===== src/rtl/baud_gen_frac.sv =====
// rtl/baud_gen_frac.sv - fractional baud generator with oversample and bit-rate ticks
module baud_gen_frac #(
  parameter int DIV_W   = 16,
  parameter int FRAC_W  = 4,
  parameter int OS_RATE = 16,
  parameter int DEF_DIV = 27
) (
  input  logic              clk,
  input  logic              rst_n,
  input  logic              en,
  input  logic              sync_clr,
  input  logic [DIV_W-1:0]  div_int,
  input  logic [FRAC_W-1:0] div_frac,
  input  logic              div_load,
  output logic              os_tick,
  output logic              baud_tick,
  output logic              div_pending,
  output logic              cfg_err
);

  localparam int CNT_W = DIV_W + 1;
  localparam int OS_W  = (OS_RATE > 2) ? $clog2(OS_RATE) : 1;

  // phase state
  logic [CNT_W-1:0]  r_cnt;
  logic [CNT_W-1:0]  r_period;
  logic [FRAC_W-1:0] r_acc;
  logic [OS_W-1:0]   r_os_cnt;
  logic              r_os_tick;
  logic              r_baud_tick;

  // divisor state: active pair drives the counters, shadow pair waits for a boundary
  logic [DIV_W-1:0]  r_int_act;
  logic [FRAC_W-1:0] r_frac_act;
  logic [DIV_W-1:0]  r_int_shd;
  logic [FRAC_W-1:0] r_frac_shd;
  logic              r_pending;
  logic              r_cfg_err;

  logic              w_load_ok;
  logic              w_boundary;
  logic              w_apply_cond;
  logic              w_apply;
  logic [DIV_W-1:0]  w_new_int;
  logic [FRAC_W-1:0] w_new_frac;
  logic [DIV_W-1:0]  w_int_nxt;
  logic [FRAC_W:0]   w_frac_sum;
  logic [CNT_W-1:0]  w_period_carry;
  logic              w_os_wrap;

  // A load is legal only when the integer divisor gives at least a two-cycle period.
  assign w_load_ok    = div_load && (div_int >= DIV_W'(2));
  assign w_boundary   = en && !sync_clr && (r_cnt == (r_period - CNT_W'(1)));
  // Divisor swaps happen only where they cannot tear a running period.
  assign w_apply_cond = w_boundary || !en || sync_clr;
  assign w_apply      = w_apply_cond && (w_load_ok || r_pending);
  // A fresh legal load at an apply point bypasses the shadow entirely.
  assign w_new_int    = w_load_ok ? div_int  : r_int_shd;
  assign w_new_frac   = w_load_ok ? div_frac : r_frac_shd;
  assign w_int_nxt    = w_apply ? w_new_int : r_int_act;

  assign w_frac_sum     = {1'b0, r_acc} + {1'b0, r_frac_act};
  assign w_period_carry = {1'b0, r_int_act} + {{DIV_W{1'b0}}, w_frac_sum[FRAC_W]};
  assign w_os_wrap      = (r_os_cnt == OS_W'(OS_RATE - 1));

  // divisor registers: shadow capture, apply to active, reject illegal loads
  always_ff @(posedge clk or negedge rst_n) begin
    if (!rst_n) begin
      r_int_act  <= DIV_W'(DEF_DIV);
      r_frac_act <= '0;
      r_int_shd  <= DIV_W'(DEF_DIV);
      r_frac_shd <= '0;
      r_pending  <= 1'b0;
      r_cfg_err  <= 1'b0;
    end else begin
      r_cfg_err <= div_load && !w_load_ok;
      if (w_apply) begin
        r_int_act  <= w_new_int;
        r_frac_act <= w_new_frac;
        r_pending  <= 1'b0;
      end else if (w_load_ok) begin
        r_int_shd  <= div_int;
        r_frac_shd <= div_frac;
        r_pending  <= 1'b1;
      end
    end
  end

  // cycle counter, fractional accumulator and current period length
  always_ff @(posedge clk or negedge rst_n) begin
    if (!rst_n) begin
      r_cnt    <= '0;
      r_acc    <= '0;
      r_period <= CNT_W'(DEF_DIV);
    end else if (sync_clr) begin
      r_cnt    <= '0;
      r_acc    <= '0;
      r_period <= {1'b0, w_int_nxt};
    end else if (w_boundary) begin
      r_cnt <= '0;
      if (w_apply) begin
        // new divisor starts clean; this boundary's carry is dropped
        r_acc    <= '0;
        r_period <= {1'b0, w_new_int};
      end else begin
        r_acc    <= w_frac_sum[FRAC_W-1:0];
        r_period <= w_period_carry;
      end
    end else if (en) begin
      r_cnt <= r_cnt + CNT_W'(1);
    end else if (w_apply) begin
      // paused swap: keep the held count unless the shorter period would strand it
      r_acc    <= '0;
      r_period <= {1'b0, w_new_int};
      if (r_cnt >= {1'b0, w_new_int}) begin
        r_cnt <= '0;
      end
    end
  end

  // oversample counter and the registered tick pulses
  always_ff @(posedge clk or negedge rst_n) begin
    if (!rst_n) begin
      r_os_cnt    <= '0;
      r_os_tick   <= 1'b0;
      r_baud_tick <= 1'b0;
    end else if (sync_clr) begin
      r_os_cnt    <= '0;
      r_os_tick   <= 1'b0;
      r_baud_tick <= 1'b0;
    end else if (w_boundary) begin
      r_os_tick <= 1'b1;
      if (w_os_wrap) begin
        r_os_cnt    <= '0;
        r_baud_tick <= 1'b1;
      end else begin
        r_os_cnt    <= r_os_cnt + OS_W'(1);
        r_baud_tick <= 1'b0;
      end
    end else begin
      r_os_tick   <= 1'b0;
      r_baud_tick <= 1'b0;
    end
  end

  assign os_tick     = r_os_tick;
  assign baud_tick   = r_baud_tick;
  assign div_pending = r_pending;
  assign cfg_err     = r_cfg_err;

endmodule


===== config.mk =====
export PLATFORM = sky130hd
export DESIGN_NAME = baud_gen_frac
export DESIGN_NICKNAME = d
export VERILOG_FILES = /design/src/rtl/baud_gen_frac.sv
export SDC_FILE = /design/constraint.sdc
export NUM_CORES = 1
export LEC_CHECK = 0
export CORE_ASPECT_RATIO = 0.6
export CORE_MARGIN = 4
export CORE_UTILIZATION = 60
export CTS_BUF_LIST = sky130_fd_sc_hd__clkbuf_16
export CTS_CLUSTER_DIAMETER = 60
export DETAILED_ROUTE_END_ITERATION = 8
export PLACE_DENSITY = 0.87
export REMOVE_ABC_BUFFERS = 1
export SETUP_SLACK_MARGIN = 0.02
export SLEW_MARGIN = 20
export SYNTH_ARGS = -nofsm -noshare
export SYNTH_HDL_FRONTEND = slang
export SYNTH_SLANG_ARGS = --single-unit
export TNS_END_PERCENT = 10

===== constraint.sdc =====
create_clock -name clk -period 5.57 [get_ports clk]
set_input_delay 0.8355 -clock clk [delete_from_list [all_inputs] [get_ports clk]]
set_output_delay 0.8355 -clock clk [all_outputs]
set_load 0.02 [all_outputs]

==> results.yml <==
routing:
  wl_um: 14100
  drc_errors: 0
  wire_per_inst_um: 20.0
  firstDrtPassIters: 6
  ant_nets: 0
  drt_iter0_markers: 520
  via_per_inst: 6.43
  vias: 4512
clocking:
  holdBufCountCts: 0
  cts_made_buffers: 9
  cts_buffer_depth: 2
  cts_tree: "built"
  clock_latency_ps: 350
  postCtsSetupBuffers: 0
  h-tree-depth: 3
  cts_resized: 0
  cts_root_buffer: "clkbuf_16"
  clk_pin_slew_ps: 60
  clock_sinks: 86
synth:
  avgSynthCellArea_um2: 9.88
  async_flop_share_pct: 100
  synth_top_area_share_pct: 33.2
  synthCells: 565
  ys_seq_area_share_pct: 38.8
  yosysWarnings: 0
  synth_cell_types: 55
  synthTopCellsByArea: "dfrtp_1, mux2_4, dfstp_2"
  synth_top_flop_cell: "dfrtp_1"
  syn_area_um2: 5580
  ys_seq_elements: 86
  synth_edf_count: 0
  synth_largest_area_cell: "dfrtp_1"
  post-synth-top-count-cell: "dfrtp_1"
  synth_common_cells: "dfrtp_1, nor2_1, nand2_1"
power_and_ir_drop:
  p_sw_uw: 576
  p_per_area_nw_per_um2: 293
  total_power_mw: 1.82
  p_sw_share_pct: 31.6
  p_comb_share_pct: 23.7
  p_int_mw: 1.25
  seqPwrFrac_pct: 45.6
  peakVddDrop_uv: 201
  pwr-share-clk_pct: 30.7
  power.leakage_nw: 2.83
global_routing:
  grt_antenna_before_repair: 0
  grt_usage_pct: 26.3
  grt_pass1_wl_um: 22600
  grt_overflow: 0
  grt_max_degree: 87
  grt_pass1_vias: 4311
finish:
  nets: 636
  diodes: 0
  area_growth_pct: 11.2
  fin_area_um2: 6210
  drive_gt1_share_pct: 16.3
die:
  coreArea_um2: 8780
  io_pins: 29
  num_rows: 26
  die_h_um: 82.7
  start_util_pct: 63.6
  fp.dieArea_um2: 11000
  die_w_um: 133
hold_path:
  worstHoldPathType: "input port to async pin"
sta:
  drv_slew: 0
  rsz0062_at_grt: "false"
  setup_ws_ps: 304
  period_needed_ps: 5270
  setup_violations: 0
  finalHoldViolCount: 0
  finClkSkew_ps: 4.96
  max_freq_ghz: 0.190
  finalCritPeriodShare_pct: 94.5
  relSlewSlack_pct: 32.0
  worstMarginPinSlew_ps: 1020
critical_path:
  r2r-end: "r_int_shd[2]$_DFFE_PN0N_"
  crit_path_start_kind: "input port"
  crit_arrival_ps: 5520
  critPathCaptureType: "flip-flop"
  crit_type: "input port to flip-flop"
  required_ps: 5830
  r2r-start: "r_period[7]$_DFFE_PN0P_"
  r2r_slack_ps: 1660
  critPathMaxFanout: 13
  reg2regPathDepth: 9
placement:
  dpl_cell_area_um2: 5930
  port-buffer-count: 28
  dp_hpwl_um: 10300
  finalWeightedCongestion: 0.922
  dp_slack_ps: 136
run_status:
  status: "finished clean"
job:
  maxCapViolations: 0
==> routing by layer <==
| metal | vias up | wire (µm) | GRT usage [%] |
|---|---|---|---|
| met1 | 2204 | 6470 | 37.9 |
| met5 | - | 0 | 0 |
| met3 | 21 | 1190 | 7.14 |
| met4 | 0 | 172 | 6.43 |
| met2 | 212 | 6240 | 39.8 |
| li1 | 2075 | - | - |
==> cell families (layout without fill, tap and decap cells) <==
kind of cell               count (synthesis)  after routing  share of synthesized area (%)
AOI/OAI and AO/OA                        115            115                           13.9
xor gates and xnor gates                  50             50                           7.84
adders and majority gates                 26             26                           5.96
buffers and inverters                     53             78                           4.28
DFF                                       86             86                           38.8
muxes                                     58             58                           13.5
and+or+nand+nor                          177            177                           15.8
==> registers in the layout (all words and copies together), names as in the netlist, 4 cells and up <==
register    flops
r_acc           4
r_cnt          17
r_frac_act      4
r_frac_shd      4
r_int_act      16
r_int_shd      16
r_os_cnt        4
r_period       17
==> cells in the final DEF (no fill, tap or decap), drive strengths merged, types with 9 or more instances in the layout <==
cell	n
dfrtp	74
nor2	51
nand2	50
mux2	50
inv	29
clkdlybuf4s50	27
a21oi	26
xor2	26
ha	25
xnor2	24
o21ai	23
a31oi	15
nand4	14
a22o	12
a22oi	12
dfstp	12
nand3	11
a21o	9
clkbuf	9
nor3	9
==> final cells by class <==
cell class,count,area (µm²)
Tap cell,112,140
Fill cell,626,2570
Clock inverter,7,48.8
Timing Repair Buffer,35,334
Multi-Input combinational cell,426,3200
Clock buffer,9,225
Inverter,27,101
Sequential cell,86,2170
==> per-stage QoR <==
stage / hold WS [ps] / TNS [ps] / util, % / std cells
floorplan: 460 / -602 / - / 539
global placement: 485 / 0 / 67.5 / 686
detailed placement: 493 / 0 / 67.5 / 686
CTS: 508 / 0 / 70.6 / 702
global route: 522 / 0 / 70.7 / 702
finish: 501 / 0 / 70.7 / 702
==> worst max-delay path by stage <==
stage / end / slack, ps / start / cells past startpoint
final: r_cnt[13]$_DFFE_PN0P_ / 300 / div_int[15] / 15
after global routing: r_cnt[13]$_DFFE_PN0P_ / 70 / div_int[15] / 17
after floorplan: r_cnt[11]$_DFFE_PN0P_ / -150 / div_int[15] / 13
after detailed placement: r_cnt[9]$_DFFE_PN0P_ / 140 / div_int[15] / 15
after global placement: r_cnt[13]$_DFFE_PN0P_ / 450 / div_int[15] / 15
after CTS: r_cnt[13]$_DFFE_PN0P_ / 420 / div_int[15] / 15
==> power groups by stage <==
| stage | Combinational (mW) | Clock (mW) | Sequential (mW) |
|---|---|---|---|
| after floorplan | 0.314 | 0 | 0.803 |
| after global placement | 0.405 | 0 | 0.829 |
| after detailed placement | 0.422 | 0 | 0.836 |
| after CTS | 0.427 | 0.568 | 0.826 |
| after global routing | 0.472 | 0.595 | 0.841 |
| final | 0.432 | 0.560 | 0.831 |
==> worst max-delay path: stages <==
cell and delay, ps:
clkdlybuf4s50_1 440, nor4_1 660, nand4_1 280, o21ai_2 370, mux2_2 430, inv_1 90, ha_1 150, nand3_1 180
or2_2 370, or3_1 420, a31oi_1 220, buf_4 220, nand4_1 290, or3_1 410, a21oi_1 170
No activity file was read; power rests on OpenSTA's default activity.
